File: src/rtl/rv_lsu.sv
// rv_lsu: memory-access pipeline stage.
//
// This stage takes the execute-stage outputs and handles one op at a time.
//   - Non-memory ops: the writeback bundle appears one cycle after the op is accepted.
//   - Aligned loads and stores: the op is registered and the stage issues a single
//     outstanding request on the data bus. It holds that request until the bus acks
//     or the transfer times out. Load data is aligned and extended before writeback.
//   - Misaligned accesses and bus timeouts: the stage gives a one-cycle fault pulse
//     and does no writeback.
//
// Ports:
//   i_clk, i_reset        clock, asynchronous active-high reset
//   i_flush               kill the presented op (IDLE) or the in-flight one (BUS)
//   i_load / i_store      op class; i_reg_write / i_rd / i_result for writeback
//   i_addr / i_wdata /    effective address, lane-aligned store data,
//   i_wsel / i_funct3     byte enables, access size and sign
//   o_ready               stage can accept an op this cycle
//   o_dbus_*              request/ack data bus (word address, byte enables, data)
//   i_dbus_ack/_rdata     transfer complete; read data valid with ack
//   o_reg_write/o_rd/     registered writeback bundle
//   o_result
//   o_fault               one-cycle pulse on misalignment or bus timeout
module rv_lsu #(
   parameter int unsigned TIMEOUT_CYCLES = 255,
   parameter int unsigned CNT_BITS       = 8
) (
   input  logic        i_clk,
   input  logic        i_reset,
   input  logic        i_flush,
   input  logic        i_load,
   input  logic        i_store,
   input  logic        i_reg_write,
   input  logic [4:0]  i_rd,
   input  logic [31:0] i_result,
   input  logic [31:0] i_addr,
   input  logic [31:0] i_wdata,
   input  logic [3:0]  i_wsel,
   input  logic [2:0]  i_funct3,
   output logic        o_ready,
   output logic        o_dbus_req,
   output logic        o_dbus_we,
   output logic [31:0] o_dbus_addr,
   output logic [3:0]  o_dbus_wsel,
   output logic [31:0] o_dbus_wdata,
   input  logic        i_dbus_ack,
   input  logic [31:0] i_dbus_rdata,
   output logic        o_reg_write,
   output logic [4:0]  o_rd,
   output logic [31:0] o_result,
   output logic        o_fault
);

   typedef enum logic {IDLE = 1'b0, BUS = 1'b1} state_t;

   // Counter value seen during the last permitted bus cycle. With this value the
   // request stays high for exactly TIMEOUT_CYCLES cycles.
   localparam logic [CNT_BITS-1:0] CNT_LAST =
      CNT_BITS'(TIMEOUT_CYCLES == 0 ? 0 : TIMEOUT_CYCLES - 1);

   state_t state, state_next;

   logic [31:0]         req_addr;
   logic [31:0]         req_wdata;
   logic [3:0]          req_wsel;
   logic                req_we;
   logic [2:0]          req_funct3;
   logic [1:0]          req_off;
   logic [4:0]          req_rd;
   logic                killed;
   logic [CNT_BITS-1:0] cnt;

   logic accept;
   logic is_mem;
   logic misaligned;
   logic timeout;
   logic kill_now;

   assign accept   = (state == IDLE) && !i_flush;
   assign is_mem   = i_load | i_store;
   assign timeout  = (TIMEOUT_CYCLES != 0) && (cnt == CNT_LAST);
   // A flush in the ack or timeout cycle must already suppress that completion.
   assign kill_now = killed | i_flush;

   always_comb begin
      case (i_funct3[1:0])
         2'b01:   misaligned = i_addr[0];
         2'b10:   misaligned = |i_addr[1:0];
         default: misaligned = 1'b0;
      endcase
   end

   // Pick the addressed byte or half-word out of the read word, then sign-extend it
   // (funct3[2]=0) or zero-extend it (funct3[2]=1).
   function automatic logic [31:0] align_load(input logic [31:0] word,
                                              input logic [2:0]  f3,
                                              input logic [1:0]  off);
      logic [7:0]  b;
      logic [15:0] h;
      case (off)
         2'd0:    b = word[7:0];
         2'd1:    b = word[15:8];
         2'd2:    b = word[23:16];
         default: b = word[31:24];
      endcase
      h = off[1] ? word[31:16] : word[15:0];
      case (f3[1:0])
         2'b00:   return {{24{b[7] & ~f3[2]}}, b};
         2'b01:   return {{16{h[15] & ~f3[2]}}, h};
         default: return word;
      endcase
   endfunction

   // NOTE: state updates use non-blocking assignments. That way every flop samples the
   // values from before the edge, whatever order the processes are evaluated in.
   always_ff @(posedge i_clk or posedge i_reset) begin
      if (i_reset) state <= IDLE;
      else         state <= state_next;
   end

   // NOTE: state_next is given its default first. If it were not assigned on every
   // path, synthesis would infer a latch.
   always_comb begin
      state_next = state;
      case (state)
         IDLE: if (accept && is_mem && !misaligned) state_next = BUS;
         BUS:  if (i_dbus_ack || timeout)           state_next = IDLE;
      endcase
   end

   always_ff @(posedge i_clk or posedge i_reset) begin
      if (i_reset) begin
         req_addr    <= '0;
         req_wdata   <= '0;
         req_wsel    <= '0;
         req_we      <= 1'b0;
         req_funct3  <= '0;
         req_off     <= '0;
         req_rd      <= '0;
         killed      <= 1'b0;
         cnt         <= '0;
         o_reg_write <= 1'b0;
         o_rd        <= '0;
         o_result    <= '0;
         o_fault     <= 1'b0;
      end else begin
         // Writeback and fault are single-cycle unless something completes this edge.
         o_reg_write <= 1'b0;
         o_rd        <= '0;
         o_result    <= '0;
         o_fault     <= 1'b0;
         case (state)
            IDLE: begin
               if (accept) begin
                  if (!is_mem) begin
                     o_reg_write <= i_reg_write;
                     o_rd        <= i_rd;
                     o_result    <= i_result;
                  end else if (misaligned) begin
                     o_fault <= 1'b1;
                  end else begin
                     req_addr   <= {i_addr[31:2], 2'b00};
                     req_wdata  <= i_wdata;
                     req_wsel   <= i_store ? i_wsel : 4'hF;
                     req_we     <= i_store;
                     req_funct3 <= i_funct3;
                     req_off    <= i_addr[1:0];
                     req_rd     <= i_rd;
                     killed     <= 1'b0;
                     cnt        <= '0;
                  end
               end
            end
            BUS: begin
               cnt    <= cnt + 1'b1;
               killed <= kill_now;
               // An ack takes priority over a timeout that expires in the same cycle.
               if (i_dbus_ack) begin
                  if (!req_we && !kill_now) begin
                     o_reg_write <= 1'b1;
                     o_rd        <= req_rd;
                     o_result    <= align_load(i_dbus_rdata, req_funct3, req_off);
                  end
               end else if (timeout) begin
                  o_fault <= !kill_now;
               end
            end
         endcase
      end
   end

   assign o_ready    = (state == IDLE);
   assign o_dbus_req = (state == BUS);
   // The bus fields are gated by the request. Outside a transfer they read as zero,
   // so stale values from the previous transfer do not show.
   assign o_dbus_we    = o_dbus_req & req_we;
   assign o_dbus_addr  = o_dbus_req ? req_addr  : '0;
   assign o_dbus_wsel  = o_dbus_req ? req_wsel  : '0;
   assign o_dbus_wdata = o_dbus_req ? req_wdata : '0;

endmodule

File: config.mk
export PLATFORM = sky130hd
export DESIGN_NAME = rv_lsu
export DESIGN_NICKNAME = d
export VERILOG_FILES = /design/src/rtl/rv_lsu.sv
export SDC_FILE = /design/constraint.sdc
export NUM_CORES = 1
export LEC_CHECK = 0
export CORE_MARGIN = 10
export CORE_UTILIZATION = 35
export CTS_CLUSTER_DIAMETER = 120
export DETAILED_ROUTE_END_ITERATION = 16
export PLACE_DENSITY = 0.77
export SLEW_MARGIN = 30
export SYNTH_ARGS = -nofsm -noshare
export SYNTH_HDL_FRONTEND = slang
export SYNTH_SLANG_ARGS = --single-unit
File: constraint.sdc
create_clock -name i_clk -period 5 [get_ports i_clk]
set_clock_uncertainty 0.2 [all_clocks]
set_input_delay 0.75 -clock i_clk [delete_from_list [all_inputs] [get_ports i_clk]]
set_output_delay 0.75 -clock i_clk [all_outputs]
set_load 0.1 [all_outputs]
# Yosys cells after proc, flatten, opt, wreduce, memory -nomap -nowiden
# Index checks and enable logic that the tools add are counted.
dict set report word_totals {
  wordCells 89
  reg_bits 126
  in_bits 147
  out_inout_bits 110
}
dict set report op_classes {
  mux 43
  n_reduce_logical 14
  eq_ne 9
  add_sub_neg 1
  bitwise_logic 8
}
# cell count
set op_table {}
lappend op_table {{32-bit two-way mux} 6}
lappend op_table {{32-bit one-hot mux with 2 select lines} 2}
lappend op_table {{8-bit two-way mux} 6}
lappend op_table {{8-bit one-hot mux with 3 select lines} 1}
lappend op_table {{5-bit two-way mux} 4}
lappend op_table {{16-bit two-way mux} 1}
lappend op_table {{8-bit one-hot mux with 2 select lines} 1}
lappend op_table {{1-bit two-way mux} 14}
lappend op_table {{1-bit one-hot mux with 2 select lines} 5}
lappend op_table {{5-bit one-hot mux with 2 select lines} 1}
lappend op_table {{8-bit by 1-bit adder with 8-bit output (second input constant)} 1}
lappend op_table {{8-bit == test (second input constant)} 1}
lappend op_table {{4-bit two-way mux} 2}
lappend op_table {{2-bit by 1-bit == test with 1-bit output (second input constant)} 3}
lappend op_table {{2-bit == test (second input constant)} 2}
lappend op_table {{1-bit logical AND} 4}
lappend op_table {{1-bit zero test} 4}
lappend op_table {{2-bit zero test} 2}
lappend op_table {{2-bit by 1-bit != test with 1-bit output (second input constant)} 2}
lappend op_table {{4-bit AND reduction} 1}
lappend op_table {{1-bit bitwise AND} 3}
lappend op_table {{1-bit inverter} 3}
lappend op_table {{3-bit AND reduction} 1}
lappend op_table {{2-bit != test (second input constant)} 1}
lappend op_table {{other kinds (3)} 4}

# Depth between registers and ports, before layout
dict set report logic_depth {
  ltp_word 11
  mapped_depth 9
  depth_no_buf 6
}

# Worst setup path after synthesis
# No wires, ideal clock.
dict set report synth_timing {
  path_kind {reg2out}
  startpoint {reg state (netlist: o_dbus_req)}
  endpoint {out o_dbus_addr[10]}
  setup_slack_ns 1.726
  path_stages_with_launch 4
  required_time_ns 4.050
  arrival_ns 2.324
  n_path_buf 2
  path_cell_list {dfrtp_1 -> clkbuf_1 -> clkbuf_1 -> and2_1}
}
dict set report synth_via {
  elab_chain_len 1
}
# element line
set synth_lines {}
lappend synth_lines {{from (decl)} 60} ;# state_t state, state_next;
lappend synth_lines {{from (signal assigned)} 117} ;# else state <= state_next;
lappend synth_lines {{32-bit two-way mux} 196} ;# assign o_dbus_addr = o_dbus_req ? req_addr : '0;
lappend synth_lines {{to (decl)} 42} ;# output logic [31:0] o_dbus_addr,
# No other way between the ends.

# Worst setup path after layout
dict set report layout_timing {
  startpoint {reg state (netlist: o_dbus_req)}
  endpoint {out o_dbus_wdata[27]}
}
dict set report layout_via {
  elab_chain_len 1
}
# element line
set layout_lines {}
lappend layout_lines {{32-bit two-way mux} 198} ;# assign o_dbus_wdata = o_dbus_req ? req_wdata : '0;
lappend layout_lines {{to (decl)} 44} ;# output logic [31:0] o_dbus_wdata,
# No other way between the ends.

==> flow_summary.json <==
{
  "drive_gt1_share_pct": 16.58,
  "wl_um": 18660,
  "place_congestion": 0.7917,
  "start_util_pct": 35.37,
  "clock_sinks": 126,
  "cpPeakStageDelay_ns": 1.14,
  "min_period_over_period_pct": 77.87,
  "synth_top_family_by_area": "multiplexers",
  "synth-compound-area-share_pct": 10.03,
  "synth_cell_types": 46,
  "layoutNonFillerInstCount": 979,
  "cp_data_arrival_time_ns": 2.94,
  "whs_ns": 0.2789,
  "num_rows": 48,
  "antenna_found_initial": 0,
  "cts_max_level": 4,
  "io_pins": 257,
  "worstSetupPathType": "reg -> out",
  "diodes": 0,
  "setup_viol": 0,
  "critical_path_required_ns": 4.05,
  "r2r_cells": 4,
  "io_buffers": 254,
  "core_um2": 17180,
  "die_area_um2": 23030,
  "tns_ns": 0,
  "worstMarginPinSlew_ns": 1.022,
  "num_vias": 4872,
  "clockRootBuffer": "clkbuf_16",
  "dp_cells": 948,
  "hp-class": "reg -> reg",
  "grt_pass1_wl_um": 28310,
  "place_ws_ns": 1.489,
  "cts_max_path_buffers": 2,
  "p_leak_nw": 3.971,
  "critPathMaxFanout": 53,
  "cts_setup_buffers": 0,
  "finalPower_mw": 4.407,
  "reg2reg_from": "o_dbus_req",
  "maxSlewHeadroom_pct": 31.63,
  "dr.pass1.iters": 4,
  "drc": 0,
  "path_cells": "buf_4 > and2_1 > clkdlybuf4s50_1",
  "hpwl_um": 13920,
  "ant_nets": 0,
  "max_cap_viol_count": 0,
  "cts_tree": "done",
  "syn_avg_cell_area_um2": 12.12,
  "die_w_um": 151.7,
  "fin_util_pct": 54.30,
  "r2r_slack_ns": 2.44,
  "path_clk_slew_ns": 0.05,
  "rsz0062_at_grt": "false",
  "fmax_mhz": 256.8,
  "placed_area_um2": 8783,
  "viasPerCell": 4.977,
  "power.density_nw_per_um2": 472.5,
  "worstSkewPairLatency_ns": 0.41,
  "hold_buffers": 0,
  "grt_util_all_layers_pct": 15.85,
  "routedWlPerCell_um": 19.06,
  "die_h_um": 151.7,
  "globalRoute.totalOverflow": 0,
  "synth-main-ff-cell": "dfrtp_1",
  "grt_pass1_vias": 5048,
  "startpoint": "o_dbus_req",
  "setup_ws_ns": 1.106,
  "yosys.area_share.xor_xnor_pct": 0.2884,
  "synth_mux_area_share_pct": 19.38,
  "synth.cell_area_um2": 6075,
  "cp-start-kind": "flip-flop",
  "drtIter0Drc": 221,
  "synthSimpleGateAreaFrac_pct": 12.98,
  "r2r_end": "req_wdata[23]",
  "grt_max_degree": 74,
  "layout.nets": 893,
  "end_kind": "output port",
  "async_flop_share_pct": 100.0,
  "synthAdderAreaFrac_pct": 0.8239,
  "fillers": 1529,
  "post_cts_resize_count": 0,
  "final_cell_area_um2": 9326,
  "ys_warn_count": 0,
  "crit_path_top_delay_cell": "clkdlybuf4s50_1",
  "finalHoldViolations": 0,
  "cts_made_buffers": 17,
  "area.growth.synth_to_final_pct": 53.53,
  "period_minus_slack_ns": 3.894,
  "yosysSeqAreaShare_pct": 51.91,
  "ir_drop_mv": 0.2549,
  "syn_inst": 501,
  "status": "complete, no violations",
  "critPathCapture": "o_dbus_wdata[27]",
  "synth_edf_count": 0,
  "slew_viol_final": 0,
  "ys_ff_latch": 126
}
[synth_stat cells (2+ instances only)]
| cell | count | area [um^2] |
|---|---|---|
| a21o_1 | 8 | 60.06 |
| a21oi_1 | 2 | 10.01 |
| a221o_1 | 23 | 230.2 |
| a221oi_1 | 9 | 78.83 |
| a22o_1 | 6 | 52.55 |
| and2_1 | 68 | 425.4 |
| and4_1 | 2 | 17.52 |
| buf_2 | 13 | 65.06 |
| buf_4 | 4 | 30.03 |
| buf_6 | 2 | 22.52 |
| clkbuf_1 | 20 | 75.07 |
| dfrtp_1 | 126 | 3153 |
| ha_1 | 4 | 50.05 |
| inv_1 | 21 | 78.83 |
| mux2_1 | 13 | 146.4 |
| mux2_2 | 73 | 822.0 |
| mux4_1 | 7 | 183.9 |
| nand2_1 | 28 | 105.1 |
| nand2b_1 | 6 | 37.54 |
| nand3_1 | 2 | 10.01 |
| nand4_1 | 2 | 12.51 |
| nor2_1 | 8 | 30.03 |
| nor2b_1 | 2 | 12.51 |
| nor3_1 | 9 | 45.04 |
| o21ai_0 | 9 | 45.04 |
| o21ai_1 | 3 | 15.01 |
| o22ai_1 | 9 | 56.30 |
| or2_2 | 3 | 18.77 |
| xor2_1 | 2 | 17.52 |
[how the worst min path moves through the flow]
stage | from | end | cells after the start
after global placement | req_wdata[31] | req_wdata[31] | 1
after detailed placement | req_addr[4] | req_addr[4] | 1
after floorplan | req_addr[2] | req_addr[2] | 1
final | req_addr[4] | req_addr[4] | 1
after global routing | req_addr[2] | req_addr[2] | 1
after CTS | req_addr[4] | req_addr[4] | 1
[power by group]
| part | switching, mW | internal (mW) | leakage, nW |
|---|---|---|---|
| sequential | 0.175 | 1.23 | 1.57 |
| combinational | 1.22 | 0.597 | 2.13 |
| clock | 0.432 | 0.754 | 0.274 |
[kinds of logic (layout without fill, tap and decap cells)]
| kind of cell | after synthesis | after routing |
|---|---|---|
| other | 1 | 2 |
| flip-flops | 126 | 126 |
| AND/OR/NAND/NOR | 138 | 138 |
| XOR/XNOR | 2 | 2 |
| adder cells (fa/ha/maj) | 4 | 4 |
| AO/OA/AOI/OAI | 74 | 74 |
| buffers and inverters | 61 | 313 |
| multiplexers | 95 | 95 |
[state kept, by name, summed over array words and instances (netlist names)]
name	flops
cnt	8
killed	1
o_dbus_req	1
o_fault	1
o_rd	5
o_reg_write	1
o_result	32
req_addr	30
req_funct3	3
req_off	2
req_rd	5
req_wdata	32
req_we	1
req_wsel	4
[critical path: cells and delay by family (launching register included)]
| family | cells | cell delay, ns |
|---|---|---|
| AND/OR/NAND/NOR | 1 | 0.15 |
| flip-flops | 1 | 0.88 |
| buffers and inverters | 2 | 1.49 |
[area by class of cell]
cell class / count / area, um^2 / share of cell area, %
clock inverter: 7 / 87.58 / 0.9391
clock buffer: 24 / 471.7 / 5.058
inverter: 21 / 83.83 / 0.8988
tap: 225 / 281.5 / 3.019
timing repair buffer: 261 / 2582 / 27.69
multi-input combinational: 315 / 2664 / 28.56
sequential: 126 / 3156 / 33.83
[per-layer routing]
metal / vias to the layer above / global-route usage [%] / part of all wire [%]
li1: 2263 / - / -
met1: 2400 / 18.56 / 40
met2: 185 / 26.02 / 49
met3: 24 / 5.910 / 9.1
met4: 0 / 5.767 / 1.9
met5: - / 0 / 0
[layout by cell type, fill, tap and decap left out, types with 3 or more instances in the layout]
cell type,n
clkdlybuf4s50_1,249
mux2_2,73
buf_4,6
dfrtp_1,124
ha_1,4
a221oi_1,9
a221o_1,23
nand2_1,28
clkinv_2,4
and2_1,68
nor3_1,9
nor2_1,8
or2_2,3
clkbuf_16,17
o22ai_1,9
buf_2,5
o21ai_1,3
a21o_1,8
mux4_1,7
inv_1,20
a22o_1,6
clkbuf_1,5
o21ai_0,9
nand2b_1,6
mux2_1,13
(Power assumes the default switching activity.)
